File: src/rtl/stepper_seq_driver.sv
// Stepper-motor sequencer for 4-coil PmodSTEP outputs: wave, full-step and half-step drive,
// a programmed number of steps at a programmable period, then a one-cycle done pulse.
module stepper_seq_driver #(
    parameter int unsigned CNT_W = 11,
    parameter int unsigned DIV_W = 20,
    parameter bit          HOLD  = 1'b0
) (
    input  logic             clk,
    input  logic             rst,
    input  logic             start,
    input  logic             stop,
    input  logic             dir,
    input  logic [1:0]       mode,
    input  logic [CNT_W-1:0] steps,
    input  logic [DIV_W-1:0] period,
    output logic [3:0]       coil,
    output logic             busy,
    output logic             done,
    output logic [CNT_W-1:0] remaining
);

    typedef enum logic {
        S_IDLE = 1'b0,
        S_RUN  = 1'b1
    } state_t;

    localparam logic [1:0] MODE_WAVE = 2'd0;
    localparam logic [1:0] MODE_HALF = 2'd2;

    state_t           state_q, state_d;
    logic [2:0]       index_q, index_d;
    logic [3:0]       coil_q, coil_d;
    logic [DIV_W-1:0] div_q, div_d;
    logic [DIV_W-1:0] period_q, period_d;
    logic [CNT_W-1:0] remaining_q, remaining_d;
    logic             half_q, half_d;
    logic             dir_q, dir_d;
    logic             done_q, done_d;

    logic [3:0]       idle_coil;
    logic [2:0]       aligned_index;
    logic [2:0]       step_size;
    logic [2:0]       next_index;

    function automatic logic [3:0] phase(input logic [2:0] idx);
        logic [3:0] pattern;
        case (idx)
            3'd0:    pattern = 4'b0001;
            3'd1:    pattern = 4'b0011;
            3'd2:    pattern = 4'b0010;
            3'd3:    pattern = 4'b0110;
            3'd4:    pattern = 4'b0100;
            3'd5:    pattern = 4'b1100;
            3'd6:    pattern = 4'b1000;
            default: pattern = 4'b1001;
        endcase
        return pattern;
    endfunction

    // NOTE: every signal written here gets a default first, so no path leaves one unassigned and no latch is inferred.
    always_comb begin
        state_d     = state_q;
        index_d     = index_q;
        coil_d      = coil_q;
        div_d       = div_q;
        period_d    = period_q;
        remaining_d = remaining_q;
        half_d      = half_q;
        dir_d       = dir_q;
        done_d      = 1'b0;

        idle_coil = HOLD ? coil_q : 4'b0000;

        // Wave lives on even indices, full (and mode 3) on odd ones, half anywhere.
        case (mode)
            MODE_WAVE: aligned_index = {index_q[2:1], 1'b0};
            MODE_HALF: aligned_index = index_q;
            default:   aligned_index = {index_q[2:1], 1'b1};
        endcase

        step_size  = half_q ? 3'd1 : 3'd2;
        next_index = dir_q ? (index_q - step_size) : (index_q + step_size);

        case (state_q)
            S_IDLE: begin
                coil_d = idle_coil;
                if (start) begin
                    remaining_d = steps;
                    if (steps != '0) begin
                        state_d  = S_RUN;
                        dir_d    = dir;
                        half_d   = (mode == MODE_HALF);
                        period_d = (period == '0) ? DIV_W'(1) : period;
                        div_d    = '0;
                        index_d  = aligned_index;
                        coil_d   = phase(aligned_index);
                    end else begin
                        done_d = 1'b1;
                    end
                end
            end
            S_RUN: begin
                if (stop) begin
                    state_d = S_IDLE;
                    coil_d  = idle_coil;
                end else if (div_q == period_q - DIV_W'(1)) begin
                    div_d       = '0;
                    index_d     = next_index;
                    coil_d      = phase(next_index);
                    remaining_d = remaining_q - CNT_W'(1);
                    if (remaining_q == CNT_W'(1)) begin
                        state_d = S_IDLE;
                        done_d  = 1'b1;
                    end
                end else begin
                    div_d = div_q + DIV_W'(1);
                end
            end
            default: state_d = S_IDLE;
        endcase
    end

    // NOTE: state registers use non-blocking assignments so every flop samples pre-edge values.
    always_ff @(posedge clk or posedge rst) begin
        if (rst) begin
            state_q     <= S_IDLE;
            index_q     <= '0;
            coil_q      <= '0;
            div_q       <= '0;
            period_q    <= DIV_W'(1);
            remaining_q <= '0;
            half_q      <= 1'b0;
            dir_q       <= 1'b0;
            done_q      <= 1'b0;
        end else begin
            state_q     <= state_d;
            index_q     <= index_d;
            coil_q      <= coil_d;
            div_q       <= div_d;
            period_q    <= period_d;
            remaining_q <= remaining_d;
            half_q      <= half_d;
            dir_q       <= dir_d;
            done_q      <= done_d;
        end
    end

    assign coil      = coil_q;
    assign busy      = (state_q == S_RUN);
    assign done      = done_q;
    assign remaining = remaining_q;

endmodule

File: config.mk
export PLATFORM = sky130hd
export DESIGN_NAME = stepper_seq_driver
export DESIGN_NICKNAME = d
export VERILOG_FILES = /design/src/rtl/stepper_seq_driver.sv
export SDC_FILE = /design/constraint.sdc
export NUM_CORES = 1
export LEC_CHECK = 0
export CORE_MARGIN = 3
export CORE_UTILIZATION = 40
export CTS_BUF_LIST = sky130_fd_sc_hd__clkbuf_8
export CTS_CLUSTER_SIZE = 40
export DETAILED_ROUTE_END_ITERATION = 6
export PLACE_DENSITY = 0.6
export SLEW_MARGIN = 40
export SYNTH_ARGS = -nofsm -noshare
export SYNTH_HDL_FRONTEND = slang
export SYNTH_SLANG_ARGS = --single-unit
File: constraint.sdc
create_clock -name clk -period 3.8 [get_ports clk]
set_input_delay 0.76 -clock clk [delete_from_list [all_inputs] [get_ports clk]]
set_output_delay 0.76 -clock clk [all_outputs]
set_load 0.05 [all_outputs]
== Word level (Yosys, flattened, before mapping) ==
Index checks and enable logic that the tools add are counted.
Word-level totals
  register bits: 62
  latch bits: 0
  RAM bits: 0
  ROM bits: 0
  logic and storage cells: 81
  memories: 0
Cells by class
  add/subtract/negate cells: 5
  multiply operators: 0
  div/mod/pow operators: 0
  order comparisons: 0
  equal/unequal tests: 20
  shift-type cells: 0
  muxes and demuxes: 37
  bitwise operators: 1
  reduce and logical (&&, ||, !) cells: 9
Operators by type and width (count)
  2-to-1 mux 20 bit: 5
  one-hot mux 4 bit (7 select lines): 2
  one-hot mux 20 bit (2 select lines): 1
  2-to-1 mux 11 bit: 3
  one-hot mux 11 bit (2 select lines): 1
  adder 20 x 1 -> 20 bit (second input constant): 1
  == test 20 bit: 1
  logical NOT 20 bit: 1
  subtractor 20 x 1 -> 20 bit (second input constant): 1
  == test 3 bit (second input constant): 6
  2-to-1 mux 4 bit: 4
  2-to-1 mux 3 bit: 5
  == test 3 x 2 -> 1 bit (second input constant): 4
  == test 11 x 1 -> 1 bit (second input constant): 1
  nonzero test 11 bit: 1
  subtractor 11 x 1 -> 11 bit (second input constant): 1
  2-to-1 mux 1 bit: 10
  AND reduction 3 bit: 3
  one-hot mux 4 bit (2 select lines): 1
  == test 3 x 1 -> 1 bit (second input constant): 2
  logical NOT 3 bit: 2
  inequality test 2 bit (second input constant): 3
  one-hot mux 1 bit (2 select lines): 3
  one-hot mux 3 bit (2 select lines): 1
  9 further kinds: 9

== Longest topological paths before layout ==
Gate-level depths: netlist of the first run.
  depth in word-level cells: 8
  depth in mapped cells: 14
  depth with buffers taken out: 11

== Worst setup path after synthesis of the first run ==
Ideal clock, no wire load.
  kind: register to register
  start: reg period_q[0]
  end: reg coil_q[3], in the netlist coil[3]
  library setup time: 125 ps
  data arrival time: 3299 ps
  setup slack: 376 ps
  stages on the path, launching flop included: 14
  period minus slack after synthesis: 3424 ps
  path through: dfstp_2 buf_6 inv_1 ha_1 clkbuf_1 nor2b_1 and3_1 o2111ai_1 nor4_1 or4bb_1 a2111oi_4 nand2b_1 clkbuf_2 mux2_2
On the way
  cells in the longest elaborated chain, start to end: 3
Ends and longest elaborated chain
  from (decl): line 34  | logic [DIV_W-1:0] period_q, period_d;
  from (signal assigned): line 140  | period_q <= period_d;
  subtractor 20 x 1 -> 20 bit: line 106  | end else if (div_q == period_q - DIV_W'(1)) begin
  == test 20 bit: line 106
  inequality test 3 x 2 -> 1 bit (no source line)
  to (signal assigned): line 138  | coil_q <= coil_d;
  to (decl): line 32  | logic [3:0] coil_q, coil_d;
Every way passes these cells.
A chain may end at the register's enable or synchronous reset.

== Worst setup path after layout of the first run ==
  start: reg period_q[2]
  end: reg coil_q[3], in the netlist coil[3]
The elaborated chain is that of the path after synthesis.

==> results of run 1 <==
==> worst max-delay path: cells and delay by family (launching register included) <==
kind               cells  cell delay [ns]
and+or+nand+nor        5             1.88
DFF                    1             0.50
muxes                  1             0.35
AOI/OAI and AO/OA      2             0.75
==> timing repair <==
| item | in CTS | in global routing |
|---|---|---|
| hold endpoints to repair | 0 | 0 |
| resized for setup | 0 | 4 |
| endpoints found under the setup margin | 0 | 27 |
| hold buffers | 0 | 0 |
==> logic make-up (layout without fill, tap and decap cells) <==
kind of cell    Yosys count  after routing  share of synthesized area
fa+ha+maj                 6              6                     0.0209
simple gates            188            188                      0.239
xor+xnor                 40             40                     0.0888
compound gates           79             79                      0.137
mux                      29             29                     0.0796
buf+inv                  36            105                     0.0403
flops                    62             62                      0.394
==> layer usage <==
| metal | global-route usage | routed length (um) |
|---|---|---|
| met5 | 0 | 0 |
| met1 | 0.273 | 5040 |
| met2 | 0.293 | 4580 |
| met4 | 0.0525 | 116 |
| met3 | 0.0527 | 524 |
==> layout by cell type, fill, tap and decap left out, drive strengths merged, types with 2 or more instances in the layout <==
cell type      synthesis  final
nand2b                11     11
and4b                  2      2
bufinv                 0      3
nand4                 10     10
nand2                 42     42
o211ai                 2      2
nor2b                  3      3
ha                     5      5
mux2i                 10     10
nor4                  13     13
o32ai                  5      5
clkbuf                14     10
o21a                   2      2
o31ai                  3      3
or3                    6      6
buf                    4     17
xnor2                 24     24
inv                   18     19
nand3                 17     17
o21ai                 24     24
o22a                   4      4
dfrtp                 61     61
nor2                  48     48
mux2                  19     19
a2111oi                3      3
and3                   5      5
clkdlybuf4s50          0     54
a21oi                 19     19
a31oi                  5      5
nor3                  22     22
or4                    3      3
xor2                  16     16
==> power groups by stage <==
stage / Combinational (mW) / Clock, mW / Sequential, mW
2_1_floorplan: 0.500 / 0 / 1.07
3_3_place_gp: 0.897 / 0 / 0.969
3_5_place_dp: 0.906 / 0 / 0.974
6_report: 0.911 / 0.733 / 0.966
5_1_grt: 0.995 / 0.773 / 0.989
4_1_cts: 0.912 / 0.750 / 0.964
==> worst max path at each step <==
stage	from	to	slack, ns	depth (start not counted)
finish	period_q[2]	coil[3]	0.21	8
global route	period_q[1]	remaining[0]	0.02	12
CTS	period_q[1]	coil[3]	0.12	10
detailed placement	period_q[1]	coil[3]	0.15	10
global placement	period_q[1]	coil[3]	0.26	10
floorplan	period_q[0]	coil[3]	0.38	13
==> cell type report <==
type                       instances  area share
multi-input combinational        342       0.456
sequential                        62       0.313
timing repair buffer              71       0.135
tap                              129      0.0325
clock buffer                      10      0.0277
clock inverter                     6      0.0222
inverter                          18      0.0141
==> per-stage QoR <==
step           utilization  setup slack [ns]  power, mW
4_1_cts              0.526             0.117       2.63
6_report             0.527             0.209       2.61
5_1_grt              0.527            0.0202       2.76
3_5_place_dp         0.499             0.150       1.88
2_1_floorplan            -             0.376       1.57
3_3_place_gp         0.499             0.258       1.87
==> state kept, by name (all words and copies together), names as in the netlist, 3 cells and up <==
register   flops
remaining     11
index_q        3
div_q         20
period_q      20
coil           4
==> flow_metrics.tcl, run 1 <==
set metrics [dict create \
    diodes 0 \
    numCtsBuffers 9 \
    overflow 0 \
    hpwl_um 7670 \
    whs_path_depth 2 \
    post_cts_buffers 0 \
    max-vdd-ir-drop_v 0.000320 \
    grt_usage 0.194 \
    fin_setup_tns_ns 0 \
    holdPathEnd "half_q" \
    grt_max_degree 51 \
    hp-class "reg2reg" \
    die_x_um 105 \
    clk_pin_slew_ns 0.07 \
    seq_area_sq_um 1550 \
    p_int_mw 1.62 \
    core_area_sq_um 9420 \
    synthCells 440 \
    worstSetupEndpointType "flop" \
    ys_seq_area_frac 0.394 \
    synth_edf_count 0 \
    synth.top_cell.area_share 0.387 \
    initial_core_util 0.419 \
    period_share 0.945 \
    first_global_vias 3383 \
    clock-sinks 62 \
    required_ns 4.04 \
    syn-cell-area_sq_um 3950 \
    synthFlopType "dfrtp_1" \
    async_flop_share 1.00 \
    clockPowerShare 0.281 \
    first_iter_violations 135 \
    power_frac_seq 0.370 \
    switching_share 0.380 \
    slowest_stage "or4_4" \
    cts_max_level 3 \
    syn_to_final_growth_pct 25.8 \
    fin_area_sq_um 4960 \
    rsz0062_at_grt "false" \
    r2r-start "period_q[2]" \
    ios 55 \
    yosys_register_bits 62 \
    final_max_slew_viol_count 0 \
    place.gp.congestion 0.821 \
    timing.fmax_mhz 279 \
    switchingPower_mw 0.993 \
    placement_rows 35 \
    synth.distinct_cells 57 \
    dieArea_sq_um 11100 \
    status "finished clean" \
    hp-start "half_q" \
    p_per_area_nw_per_um2 526 \
    synth_nets 484 \
    comb_power_share 0.349 \
    path_cells "or4_4 -> or4_1 -> and3_1 -> o32a_1 -> or3_4 -> a2111oi_4 -> nand2b_2 -> mux2_2" \
    start_kind "flop" \
    drc_errors 0 \
    grt_pass1_wl_um 17100 \
    root_buffer "clkbuf_8" \
    hold_viol 0 \
    r2r-end "coil[3]" \
    layoutNonFillerInstCount 638 \
    fin_crit_ns 3.59 \
    yosysMostFrequentCell "dfrtp_1" \
    yosysWarnings 0 \
    critical_path.max_fanout 9 \
    cts_max_path_buffers 2 \
    wl_per_cell_um 16.1 \
    vias_per_cell 5.44 \
    dr_total_vias 3472 \
    clk_latency_ns 0.36 \
    placed_cells 622 \
    slowest_delay_ns 0.59 \
    routed_wl_um 10300 \
    drive_gt1_frac 0.130 \
    worst_pin_slew_ns 0.650 \
    ant_nets 0 \
    maxCapViolations 0 \
    relSlewSlack 0.567 \
    r2r_setup_slack_ns 0.21 \
    cp.arrival_ns 3.83 \
    netlist_top_cells_count "dfrtp_1, nor2_1, nand2_1, o21ai_0, xnor2_1" \
    die_y_um 105 \
    finalClockSkew_ns 0.0195 \
    io_buffers 54 \
    worst-setup-path-type "reg2reg" \
    setup-violations-final 0 \
    dr.pass1.iters 4 \
    avgSynthCellArea_sq_um 8.97 \
    rr_worst_depth 8 \
    num-nets-final 548 \
    yosys-top-cells-area "dfrtp_1, mux2_2, xnor2_1" \
    place_area_sq_um 4700 \
    n_fill_cell 881 \
    antenna_found_initial 0 \
    power_leakage_nw 1.97 \
    multiInputGateArea_sq_um 2260 \
    cts_tree "yes" \
    yosys.area.top_type "dfrtp_1" \
    whs_ns 0.505 \
]
No activity file was read; power rests on OpenSTA's default activity.
==> inputs of run 2 (changes only) <==
--- a/config.mk
+++ b/config.mk
@@ -11,6 +11,7 @@
 export CTS_CLUSTER_SIZE = 40
 export DETAILED_ROUTE_END_ITERATION = 6
 export PLACE_DENSITY = 0.6
+export SETUP_SLACK_MARGIN = 0.4
 export SLEW_MARGIN = 40
 export SYNTH_ARGS = -nofsm -noshare
 export SYNTH_HDL_FRONTEND = slang
==> run 2 against run 1 <==
Utilization increased by 0.69 points; clock skew decreased by 0.0046 ns; clock-buffer cell count unchanged; final cell count increased by 0.63%; die area unchanged; power decreased by 2.9%; critical path type unchanged; flip-flop and latch count unchanged; sequential power decreased by 1%; combinational power increased by 2.9%; highest routed layer unchanged; worst setup slack improved by 0.23 ns; routed wire length decreased by 0.74%; first-iteration DRC count increased by 3.7%.
==> flow_metrics.tcl, run 2 (synthesized netlist as in run 1, its figures left out) <==
set metrics [dict create \
    drc_errors 0 \
    placement_rows 35 \
    rr_worst_depth 8 \
    diodes 0 \
    worst_pin_slew_ns 0.592 \
    wl_met3_um 454 \
    maxCapViolations 0 \
    first_iter_violations 140 \
    numCtsBuffers 9 \
    n_fill_cell 901 \
    place.gp.congestion 0.878 \
    clk_pin_slew_ns 0.07 \
    io_buffers 54 \
    grt_max_degree 40 \
    vias_per_cell 5.47 \
    holdPathEnd "coil[2]" \
    ios 55 \
    grt_usage 0.190 \
    cpLargestDelayFamily "simple AND/OR/NAND/NOR gates" \
    cpMostUsedCell "or4_4" \
    die_x_um 105 \
    final_common_cell "dfrtp_1" \
    start_kind "flop" \
    power.total_mw 2.53 \
    whs_path_depth 2 \
    die_y_um 105 \
    required_ns 4.03 \
    wl_met1_um 4580 \
    fin_setup_tns_ns 0 \
    antenna_found_initial 0 \
    initial_core_util 0.419 \
    cts_tree "yes" \
    cts_max_level 3 \
    setup-violations-final 0 \
    dr.pass1.iters 4 \
    dr_total_vias 3511 \
    critical_path.max_fanout 7 \
    hold_buffers 0 \
    multiInputGateArea_sq_um 2320 \
    routed_wl_um 10200 \
    core_area_sq_um 9420 \
    top_layer "met4" \
    r2r-end "coil[3]" \
    relSlewSlack 0.604 \
    power_leakage_nw 2.00 \
    drive_gt1_frac 0.152 \
    num-nets-final 552 \
    clock-sinks 62 \
    first_global_vias 3557 \
    syn_to_final_growth_pct 27.5 \
    worstSetupEndpointType "flop" \
    timing.fmax_mhz 297 \
    path_cells "or4_4 -> or4_4 -> and3_4 -> o32a_1 -> or3_4 -> a2111oi_4 -> nand2b_4 -> mux2_4" \
    p_per_area_nw_per_um2 504 \
    dieArea_sq_um 11100 \
    hold_viol 0 \
    cp.arrival_ns 3.60 \
    hpwl_um 7600 \
    ant_nets 0 \
    wl_met2_um 4900 \
    clk_latency_ns 0.35 \
    final_max_slew_viol_count 0 \
    r2r-start "period_q[2]" \
    path_buf_inv 0 \
    r2r_setup_slack_ns 0.44 \
    finalClockSkew_ns 0.0149 \
    grt_pass1_wl_um 17100 \
    period_share 0.885 \
    slowest_stage "or4_4" \
    root_buffer "clkbuf_8" \
    max-vdd-ir-drop_v 0.000268 \
    slowest_delay_ns 0.57 \
    worst-setup-path-type "reg2reg" \
    status "finished clean" \
    wl_per_cell_um 15.9 \
    seq_area_sq_um 1550 \
    layout_common_cells "dfrtp_1, clkdlybuf4s50_1, nor2_1, nand2_1" \
    fin_crit_ns 3.36 \
    overflow 0 \
    rsz0062_at_grt "true" \
    hp-start "coil[2]" \
    cts_max_path_buffers 2 \
    hp-class "reg2reg" \
]
-- run 2: changes by cell type in the layout (fill, tap and decap cells not counted), sizes merged --
cell	before	now
buf	17	21
clkinv	1	2
inv	19	20
bufinv	3	2
clkinvlp	1	0
-- run 2: cell type report --
cell class / instances / share of cell area
clock buffers: 10 / 0.0274
clock inverters: 6 / 0.0154
inverters: 18 / 0.0134
multi-input cells: 342 / 0.461
flip-flops and latches: 62 / 0.309
well taps: 129 / 0.0321
repair buffers: 75 / 0.142
-- run 2: power breakdown --
group | internal, mW | total (mW) | switching (mW)
sequential | 0.777 | 0.953 | 0.176
combinational | 0.400 | 0.937 | 0.538
clock | 0.380 | 0.643 | 0.262
-- run 2: worst register-to-register path, stage by stage (launching register included) --
cell and delay (ns):
dfrtp_1 0.42, or4_4 0.57, or4_4 0.42, and3_4 0.17
o32a_1 0.36, or3_4 0.38, a2111oi_4 0.39, nand2b_4 0.25
mux2_4 0.31
-- run 2: worst max path at each step --
stage                        end  slack, ns  depth (start not counted)        start
floorplan                coil[3]       0.46                         13  period_q[0]
global placement    remaining[0]       0.17                         11  period_q[1]
detailed placement  remaining[0]       0.06                         11  period_q[1]
CTS                   index_q[2]       0.42                         11  period_q[2]
global route        remaining[8]       0.34                         10  period_q[2]
finish                   coil[3]       0.44                          8  period_q[2]
-- run 2: what timing repair did --
item,CTS,global route
setup buffers,3,4
pin swaps,1,6
gates resized for setup,4,17
endpoints found under the setup margin,32,37
-- run 2: per-stage QoR --
step	hold WS, ns	util	cells	setup slack, ns	instance area [sq um]
3_5_place_dp	0.489	0.497	619	0.0638	4680
2_1_floorplan	0.462	-	440	0.463	3950
4_1_cts	0.515	0.524	638	0.425	4930
3_3_place_gp	0.488	0.497	619	0.170	4680
5_1_grt	0.530	0.534	642	0.336	5030
6_report	0.506	0.534	642	0.436	5030
-- run 2: metal layers --
layer  up-vias  global-route usage
li1       1720                   -
met1      1684               0.243
met2        82               0.310
met3        25              0.0478
met4         0              0.0665
met5         -                   0
==> inputs of run 3 (changes only) <==
--- a/config.mk
+++ b/config.mk
@@ -5,14 +5,13 @@
 export SDC_FILE = /design/constraint.sdc
 export NUM_CORES = 1
 export LEC_CHECK = 0
-export CORE_MARGIN = 3
 export CORE_UTILIZATION = 40
 export CTS_BUF_LIST = sky130_fd_sc_hd__clkbuf_8
 export CTS_CLUSTER_SIZE = 40
 export DETAILED_ROUTE_END_ITERATION = 6
 export PLACE_DENSITY = 0.6
 export SETUP_SLACK_MARGIN = 0.4
-export SLEW_MARGIN = 40
+export SLEW_MARGIN = 20
 export SYNTH_ARGS = -nofsm -noshare
 export SYNTH_HDL_FRONTEND = slang
 export SYNTH_SLANG_ARGS = --single-unit
==> run 3 against run 2 <==
Power rose by 1.3%; design area barely moved; via count fell by 1.5%; utilization rose by 0.053 points; critical path depth rose by 2; global-route usage rose by 1.9 points; combinational power barely moved; sequential power rose by 0.7%; sequential share of layout area barely moved; clock skew fell by 0.0047 ns; critical endpoint is now remaining[8].
==> flow_metrics.tcl, run 3 (synthesized netlist as in run 1, its figures left out) <==
set metrics [dict create \
    dieArea_sq_um 10300 \
    power_leakage_nw 2.01 \
    first_global_vias 3386 \
    p_per_area_nw_per_um2 510 \
    vias_per_cell 5.36 \
    finalClockSkew_ns 0.0102 \
    fin_crit_ns 3.28 \
    numCtsBuffers 9 \
    hold_buffers 0 \
    wl_per_cell_um 15.6 \
    initial_core_util 0.419 \
    overflow 0 \
    start_kind "flop" \
    syn_to_final_growth_pct 27.6 \
    die_x_um 101 \
    ios 55 \
    relSlewSlack 0.467 \
    power.total_mw 2.57 \
    root_buffer "clkbuf_8" \
    rsz0062_at_grt "false" \
    antenna_found_initial 0 \
    place.gp.congestion 0.841 \
    wl_met1_um 4720 \
    worst_pin_slew_ns 0.800 \
    dr_total_vias 3459 \
    routed_wl_um 10100 \
    setup-violations-final 0 \
    max-vdd-ir-drop_v 0.000283 \
    pre_cts_ws_ns 0.246 \
    layout_common_cells "dfrtp_1, clkdlybuf4s50_1, nor2_1, nand2_1" \
    final_common_cell "dfrtp_1" \
    first_iter_violations 112 \
    top_layer "met4" \
    place_area_sq_um 4690 \
    required_ns 4.04 \
    hp-class "reg2reg" \
    ant_nets 0 \
    die_y_um 101 \
    fin_setup_tns_ns 0 \
    whs_ns 0.501 \
    clk_pin_slew_ns 0.07 \
    timing.fmax_mhz 305 \
    cts_max_path_buffers 2 \
    worst-setup-path-type "reg2reg" \
    n_fill_cell 908 \
    wl_met2_um 4850 \
    placement_rows 35 \
    grt_pass1_wl_um 16300 \
    status "finished clean" \
    cts_max_level 3 \
    worstSetupEndpointType "flop" \
    diodes 0 \
    hpwl_um 7270 \
    grt_usage 0.209 \
    clk_latency_ns 0.36 \
    cts_tree "yes" \
    io_buffers 54 \
    maxCapViolations 0 \
    core_area_sq_um 9420 \
    final_max_slew_viol_count 0 \
    cp.arrival_ns 3.52 \
    period_share 0.863 \
    fin_area_sq_um 5030 \
    critical_path.max_fanout 6 \
    drc_errors 0 \
    drive_gt1_frac 0.153 \
    worst_slack_ns 0.521 \
    dr.pass1.iters 4 \
    num-nets-final 555 \
    clock-sinks 62 \
    grt_max_degree 63 \
    hold_viol 0 \
    wl_met3_um 385 \
]
-- run 3: cell types whose count changed in the layout (fill, tap and decap cells not counted), sizes merged --
cell    before  now
buf         21   24
clkbuf      10   11
inv         20   19
-- run 3: worst max-delay path, cell delays in order, from the launching register on --
cell	delay, ns
dfrtp_2	0.44
or4_4	0.58
or4_1	0.40
and3_1	0.18
o32a_1	0.32
or3_4	0.37
a2111oi_4	0.29
buf_6	0.17
nand2_1	0.06
mux2i_1	0.12
a221o_1	0.25
-- run 3: repair_timing --
item                                    4_1_cts  5_1_grt
gates resized for setup                       5        8
pin swaps                                     1        4
endpoints found under the setup margin       27       35
endpoints found under the hold margin         0        0
setup buffers                                 4        5
-- run 3: final cells by class --
class,count,area (sq um),area share
Tap cell,129,161,0.0321
Inverter,18,67.6,0.0134
Timing Repair Buffer,78,724,0.144
Clock inverter,5,73.8,0.0147
Multi-Input combinational cell,342,2300,0.457
Sequential cell,62,1550,0.309
Clock buffer,11,151,0.0301
-- run 3: stage by stage --
stage | util | std cells
6_report | 0.535 | 645
3_5_place_dp | 0.498 | 620
2_1_floorplan | - | 440
4_1_cts | 0.526 | 640
5_1_grt | 0.535 | 645
3_3_place_gp | 0.498 | 620
-- run 3: report_power, final --
| part | leakage, nW | switching [mW] | internal [mW] | total [mW] |
|---|---|---|---|---|
| clock network | 0.121 | 0.268 | 0.401 | 0.669 |
| registers | 0.773 | 0.183 | 0.777 | 0.960 |
| logic | 1.11 | 0.533 | 0.405 | 0.938 |
-- run 3: path summary, 6_finish.rpt --
| check | start | to | slack [ns] | cells after the start |
|---|---|---|---|---|
| setup / recovery | period_q[2] | remaining[8] | 0.52 | 10 |
| hold / removal | coil[2] | coil[2] | 0.50 | 2 |
| setup reg to reg | period_q[2] | remaining[8] | 0.52 | 10 |
| hold reg to reg | coil[2] | coil[2] | 0.50 | 2 |
| max in group asynchronous | rst | period_q[2] | 2.29 | 3 |
| min in group asynchronous | rst | period_q[9] | 0.96 | 3 |
-- run 3: layer usage --
layer,up-vias,global-route usage
met1,1674,0.265
li1,1715,-
met5,-,0
met4,0,0.0624
met2,61,0.337
met3,9,0.0704
